$ cat src/rtl/fetch_const_assembler_pkg.sv
// Shared definitions for the fetch-stage displacement/immediate assembler:
// controller state encoding, default queue depth and the field-size type.
package fetch_pkg;

  typedef enum logic [1:0] {
    C_IDLE = 2'd0,
    C_DISP = 2'd1,
    C_IMM  = 2'd2,
    C_OUT  = 2'd3
  } cstate_t;

  localparam int MQ_N_DEF      = 4;
  localparam int MAX_BYTES_DEF = 8;

  // Byte-count type for the default build (0..MAX_BYTES_DEF).
  typedef logic [$clog2(MAX_BYTES_DEF+1)-1:0] const_size_t;

endpackage

$ cat src/rtl/fetch_const_assembler_merge.sv
// const_byte_merge: drops one little-endian byte into lane idx of an
// accumulator. Lanes below idx are kept, and every bit above the new
// lane becomes the fill bit: byte[7] for sign extension, 0 for zero
// extension.
module const_byte_merge #(
  parameter int OUT_W = 64,
  parameter int IDX_W = 4
) (
  input  logic [OUT_W-1:0] acc,
  input  logic [7:0]       byte_in,
  input  logic [IDX_W-1:0] idx,
  input  logic             zext,
  output logic [OUT_W-1:0] merged
);

  logic             fill;
  logic [OUT_W-1:0] ext;
  logic [OUT_W-1:0] keep_mask;

  // Lower lanes come from the old accumulator; the new byte and the fill
  // bits above it come from the extended byte shifted into place.
  always_comb begin
    fill      = byte_in[7] & ~zext;
    ext       = {{(OUT_W-8){fill}}, byte_in};
    keep_mask = ~({OUT_W{1'b1}} << {idx, 3'b000});
    merged    = (acc & keep_mask) | ((ext << {idx, 3'b000}) & ~keep_mask);
  end

endmodule

$ cat src/rtl/fetch_const_assembler.sv
// fetch_const_assembler: collects the displacement and then the immediate
// of one x86-64 instruction from the fetch byte stream, one byte per cycle,
// and offers both constants plus the destination slot mask to the queue
// writer until it accepts them.
//
// Handshakes: a transfer happens on any rising clk edge where valid and
// ready are both high (start/start_ready, byte_valid/byte_ready,
// out_valid/out_ready). Ready and out_valid are decoded from the state
// register only, so no input reaches an output combinationally. flush wins
// over every handshake in the same cycle.
//
// Build option FETCH_CONST_ZEXT_EN adds a zext input; when latched high at
// start, both fields are zero-extended instead of sign-extended.
module fetch_const_assembler
  import fetch_pkg::*;
#(
  parameter int MAX_BYTES = 8,
  parameter int OUT_W     = 64,
  parameter int MQ_N      = MQ_N_DEF,
  parameter int SZ_W      = $clog2(MAX_BYTES+1)
) (
  input  logic             clk,
  input  logic             rst,
  input  logic             start,
  output logic             start_ready,
  input  logic [SZ_W-1:0]  disp_size,
  input  logic [SZ_W-1:0]  imm_size,
  input  logic [MQ_N-1:0]  to_mask,
`ifdef FETCH_CONST_ZEXT_EN
  input  logic             zext,
`endif
  input  logic             flush,
  input  logic             byte_valid,
  input  logic [7:0]       byte_data,
  output logic             byte_ready,
  output logic             out_valid,
  input  logic             out_ready,
  output logic [OUT_W-1:0] out_disp,
  output logic [OUT_W-1:0] out_imm,
  output logic [MQ_N-1:0]  out_to,
  output logic             busy
);

  cstate_t          state, state_next;
  logic [SZ_W-1:0]  disp_sz_q, imm_sz_q, cnt, cnt_inc, cur_size;
  logic [SZ_W-1:0]  disp_sz_in, imm_sz_in;
  logic [OUT_W-1:0] disp_acc, imm_acc, merge_acc, merged;
  logic [MQ_N-1:0]  to_q;
  logic             in_field, last_byte;

`ifdef FETCH_CONST_ZEXT_EN
  logic             zext_q;
`else
  logic             zext_q;
  assign zext_q = 1'b0;
`endif

  // Oversized requests are clamped so the counter can never run past the
  // widest field.
  function automatic logic [SZ_W-1:0] clamp_size(input logic [SZ_W-1:0] s);
    if (int'(s) > MAX_BYTES) return SZ_W'(MAX_BYTES);
    return s;
  endfunction

  assign disp_sz_in = clamp_size(disp_size);
  assign imm_sz_in  = clamp_size(imm_size);
  assign in_field   = (state == C_DISP) || (state == C_IMM);
  assign cur_size   = (state == C_IMM) ? imm_sz_q : disp_sz_q;
  assign cnt_inc    = cnt + 1'b1;
  assign last_byte  = (cnt_inc == cur_size);
  assign merge_acc  = (state == C_IMM) ? imm_acc : disp_acc;

  const_byte_merge #(.OUT_W(OUT_W), .IDX_W(SZ_W)) u_merge (
    .acc     (merge_acc),
    .byte_in (byte_data),
    .idx     (cnt),
    .zext    (zext_q),
    .merged  (merged)
  );

  // State register.
  always_ff @(posedge clk or posedge rst) begin
    if (rst) state <= C_IDLE;
    else     state <= state_next;
  end

  // Next-state logic; flush overrides everything.
  always_comb begin
    state_next = state;
    if (flush) begin
      state_next = C_IDLE;
    end else begin
      case (state)
        C_IDLE: if (start) begin
          if (disp_sz_in != '0)     state_next = C_DISP;
          else if (imm_sz_in != '0) state_next = C_IMM;
          else                      state_next = C_OUT;
        end
        C_DISP: if (byte_valid && last_byte)
          state_next = (imm_sz_q != '0) ? C_IMM : C_OUT;
        C_IMM:  if (byte_valid && last_byte) state_next = C_OUT;
        C_OUT:  if (out_ready) state_next = C_IDLE;
        default: state_next = C_IDLE;
      endcase
    end
  end

  // Handshake and status outputs, decoded from the state register only.
  always_comb begin
    start_ready = 1'b0;
    byte_ready  = 1'b0;
    out_valid   = 1'b0;
    busy        = 1'b1;
    case (state)
      C_IDLE: begin start_ready = 1'b1; busy = 1'b0; end
      C_DISP, C_IMM: byte_ready = 1'b1;
      C_OUT:  out_valid = 1'b1;
      default: busy = 1'b1;
    endcase
  end

  // Datapath: latch the request at start, fold each accepted byte into the
  // active field's accumulator. Accumulators are left alone on flush.
  always_ff @(posedge clk or posedge rst) begin
    if (rst) begin
      disp_sz_q <= '0;
      imm_sz_q  <= '0;
      cnt       <= '0;
      disp_acc  <= '0;
      imm_acc   <= '0;
      to_q      <= '0;
`ifdef FETCH_CONST_ZEXT_EN
      zext_q    <= 1'b0;
`endif
    end else if (flush) begin
      cnt <= '0;
    end else if (state == C_IDLE && start) begin
      disp_sz_q <= disp_sz_in;
      imm_sz_q  <= imm_sz_in;
      to_q      <= to_mask;
      cnt       <= '0;
      disp_acc  <= '0;
      imm_acc   <= '0;
`ifdef FETCH_CONST_ZEXT_EN
      zext_q    <= zext;
`endif
    end else if (in_field && byte_valid) begin
      if (state == C_DISP) disp_acc <= merged;
      else                 imm_acc  <= merged;
      cnt <= last_byte ? '0 : cnt_inc;
    end
  end

  assign out_disp = disp_acc;
  assign out_imm  = imm_acc;
  assign out_to   = to_q;

endmodule

$ cat config.mk
export PLATFORM = sky130hd
export DESIGN_NAME = fetch_const_assembler
export DESIGN_NICKNAME = d
export VERILOG_FILES = /design/src/rtl/fetch_const_assembler_pkg.sv /design/src/rtl/fetch_const_assembler_merge.sv /design/src/rtl/fetch_const_assembler.sv
export SDC_FILE = /design/constraint.sdc
export NUM_CORES = 1
export LEC_CHECK = 0
export ABC_AREA = 1
export BUFFER_PORTS_ARGS = -buffer_cell sky130_fd_sc_hd__buf_2
export CORE_MARGIN = 2
export CORE_UTILIZATION = 35
export CTS_CLUSTER_DIAMETER = 200
export DETAILED_ROUTE_END_ITERATION = 8
export SLEW_MARGIN = 10
export SYNTH_ARGS = -nofsm -noshare
export SYNTH_HDL_FRONTEND = slang
export SYNTH_SLANG_ARGS = --single-unit
$ cat constraint.sdc
create_clock -name clk -period 5.5 [get_ports clk]
set_input_delay 1.1 -clock clk [delete_from_list [all_inputs] [get_ports clk]]
set_output_delay 1.1 -clock clk [all_outputs]
set_load 0.02 [all_outputs]
==> results.md <==
* Status: complete, no violations
* Hpwl dp at 16500 µm
* Worst slew margin at 32.1%
* Initial DRC Count at 621
* First-pass GRT wire length at 38600 µm
* R2R depth at 10
* Post-synth top area cell: dfrtp_1
* Vias in the first global route at 6864
* Die Width at 152 µm
* Fin crit share at 60.6%
* Largest net degree at the start of global routing at 108
* Die area at 23200 µm²
* Minimum clock period after layout at 3.33 ns
* Setup CP Type: register to register
* Syn nets at 1066
* Critical Path Most Common Cell: nand2_1
* Power Density at 606 nW/µm²
* VDD IR max at 0.000380 V
* Initial antenna violation count at 3
* Gate Count Post-Synth at 1032
* Fin Clk Skew at 0.0145 ns
* Max FO, Critical Path at 73
* CTS Root Cell: clkbuf_16
* RSZ-0062 raised after global routing: no
* Final-report hold violation count at 0
* Pre-Repair DR Iteration Count at 5
* Largest cells by area after synthesis: dfrtp_1 (48%), nand2_1 (19%), o21ai_0 (8.9%)
* Drt drc at 0
* Worst setup EP type: register
* Drt via density at 5.06
* #FFs+latches synth at 146
* Synthesis-to-finish area growth at 19.2%
* Startpoint Class: register
* Yosys warnings at 0
* Tightest Hold Check Type: register to register
* GR Overflow Total at 0
* Setup Buffers After CTS at 0
* Max Cap Viol at 0
* Clock input transition at the sequential cells of the worst setup and hold paths at 0.07 ns
* # rows at 54
* Final setup margin at 2.17 ns
* Power Total at 5.55 mW
* Die height at 152 µm
* Total CTS buffers at 17
* Cts repair resizes at 0
* Crit-path max cell delay at 0.94 ns
* H-tree depth at 4
* CTS Sinks at 146
* Final setup viols at 0
* Clock Tree Buf Depth at 2
* R2R setup slack at 2.17 ns
* Total track usage at 20.9%
* CP max stage cell: clkinv_2
* Worst Setup Slack post-DPL at 1.82 ns
* Post-synth top area share at 47.5%
* CTS tree: built
* Slew of the pin with the lowest slew margin at 1.02 ns
* Gp weighted congestion at 0.839
* Routed len/inst at 16.7 µm
* Leakage power at 4.71 nW
* PortBufs at 161
* # IOs at 162
* Seq/Total Area, Yosys at 47.5%
* CP arrival at 3.61 ns
* Cell variety after synth at 33
* Via count at 7342
* Critical path data required time at 5.77 ns
* Share of cells above drive strength 1 at 19.5%
* Worst-Skew Late Latency at 0.43 ns
* Fmax at 0.300 GHz
* Nets at 1188
* Average size of a mapped cell at 7.45 µm²
* Area of the mapped netlist at 7680 µm²
* CP cell instances: inv_1 > ha_1 > nand2_1 > nand2_1 > inv_2 > nor3_4 > clkinv_2 > buf_4 > nand2_1 > o21ai_0
* Core region area at 21700 µm²
* WHS Path Cells at 2
* Max Slew Vio Count at 0
* Total negative setup slack at 0 ns
* Antenna viol nets, final at 0
* WL final at 24200 µm
* Filler Cells Inserted at 2236
* Initial Utilization at 35.4%
* Hold buffers post-CTS at 0
## path summary, 6_finish.rpt
check,startpoint,to
worst min register to register,out_to[2]$_DFFE_PP0P_,out_to[2]$_DFFE_PP0P_
worst min-delay path,out_to[2]$_DFFE_PP0P_,out_to[2]$_DFFE_PP0P_
min in group asynchronous,rst,out_imm[12]$_DFFE_PP0P_
worst max-delay path,state[0]$_DFFE_PP0P_,out_imm[29]$_DFFE_PP0P_
worst max register to register,state[0]$_DFFE_PP0P_,out_imm[29]$_DFFE_PP0P_
max in group asynchronous,rst,out_disp[35]$_DFFE_PP0P_
## synthesized netlist by cell type
master / n
inv_2: 11
a31oi_1: 8
a22o_1: 1
buf_2: 27
o21ai_1: 50
nor3_2: 2
nor3_1: 3
o21a_1: 3
ha_1: 8
buf_4: 9
inv_1: 36
nor2_4: 3
inv_4: 1
buf_1: 5
o31ai_1: 1
o22ai_1: 17
o21ai_0: 136
nor4_1: 1
nand2_2: 3
nor2_1: 48
o211ai_1: 2
dfrtp_1: 146
nor3_4: 1
nor2_8: 1
a21oi_1: 18
nand4_1: 3
clkinv_2: 1
nand3_1: 61
clkbuf_1: 19
nor2_2: 2
a21oi_2: 3
buf_6: 5
nand2_1: 397
## registers in the layout (all words and copies together) (netlist names)
register,count
disp_sz_q,4
imm_sz_q,4
out_to,4
out_disp,64
out_imm,64
cnt,4
state,2
## placed cells by master, fill, tap and decap left out, types with 4 or more instances in the layout
master      Yosys  layout
nor2_1         48      48
a31oi_1         8       8
o22ai_1        17      17
o21ai_1        50      50
inv_2          11      10
ha_1            8       7
dfrtp_1       146     146
nand3_1        61      61
clkbuf_16       0      17
a21oi_1        18      18
o21ai_0       136     136
clkinvlp_4      0       4
buf_4           9       7
buf_2          27     161
nand2_1       397     397
inv_1          36      35
clkinv_2        1       4
## layer usage
| layer | up-vias | part of all wire (%) | GRT usage (%) |
|---|---|---|---|
| met5 | - | 0 | 0 |
| met4 | 0 | 1.5 | 6.05 |
| met3 | 28 | 5.8 | 4.47 |
| met2 | 249 | 47 | 33.2 |
| met1 | 3441 | 46 | 29.0 |
| li1 | 3624 | - | - |
## layout make-up
type	instances	area [µm²]	share of cell area, %
Antenna cell	3	7.51	0.0819
Clock buffer	20	447	4.87
Clock inverter	12	156	1.71
Inverter	49	194	2.12
Multi-Input combinational cell	772	3500	38.2
Sequential cell	146	3650	39.9
Tap cell	280	350	3.82
Timing Repair Buffer	168	858	9.37
## through the flow
stage               utilization (%)  std cells  hold WS, ns  area (µm²)
finish                         42.3       1450        0.470        9160
floorplan                         -       1032        0.453        7680
global route                   42.2       1449        0.498        9160
CTS                            42.2       1447        0.474        9160
detailed placement             39.4       1415        0.453        8550
global placement               39.4       1415        0.456        8550
## power breakdown
group | switching [mW] | total, mW | internal [mW]
Clock | 0.479 | 1.21 | 0.727
Combinational | 1.66 | 2.38 | 0.721
Sequential | 0.416 | 1.96 | 1.55
## logic make-up (layout without fill, tap and decap cells)
family | after synthesis | in the layout | synth area share [%]
AOI/OAI and AO/OA | 239 | 239 | 16.4
adders and majority gates | 8 | 8 | 1.30
buffers and inverters | 114 | 249 | 6.98
DFF | 146 | 146 | 47.5
other | 0 | 3 | 0
and+or+nand+nor | 525 | 525 | 27.8
## worst max-delay path: cells and delay by family (launching register included)
family	cells	cell delay, ns
buf+inv	4	1.60
fa+ha+maj	1	0.35
simple gates	4	0.72
compound gates	1	0.07
flops	1	0.41
No activity file was read; power rests on OpenSTA's default activity.
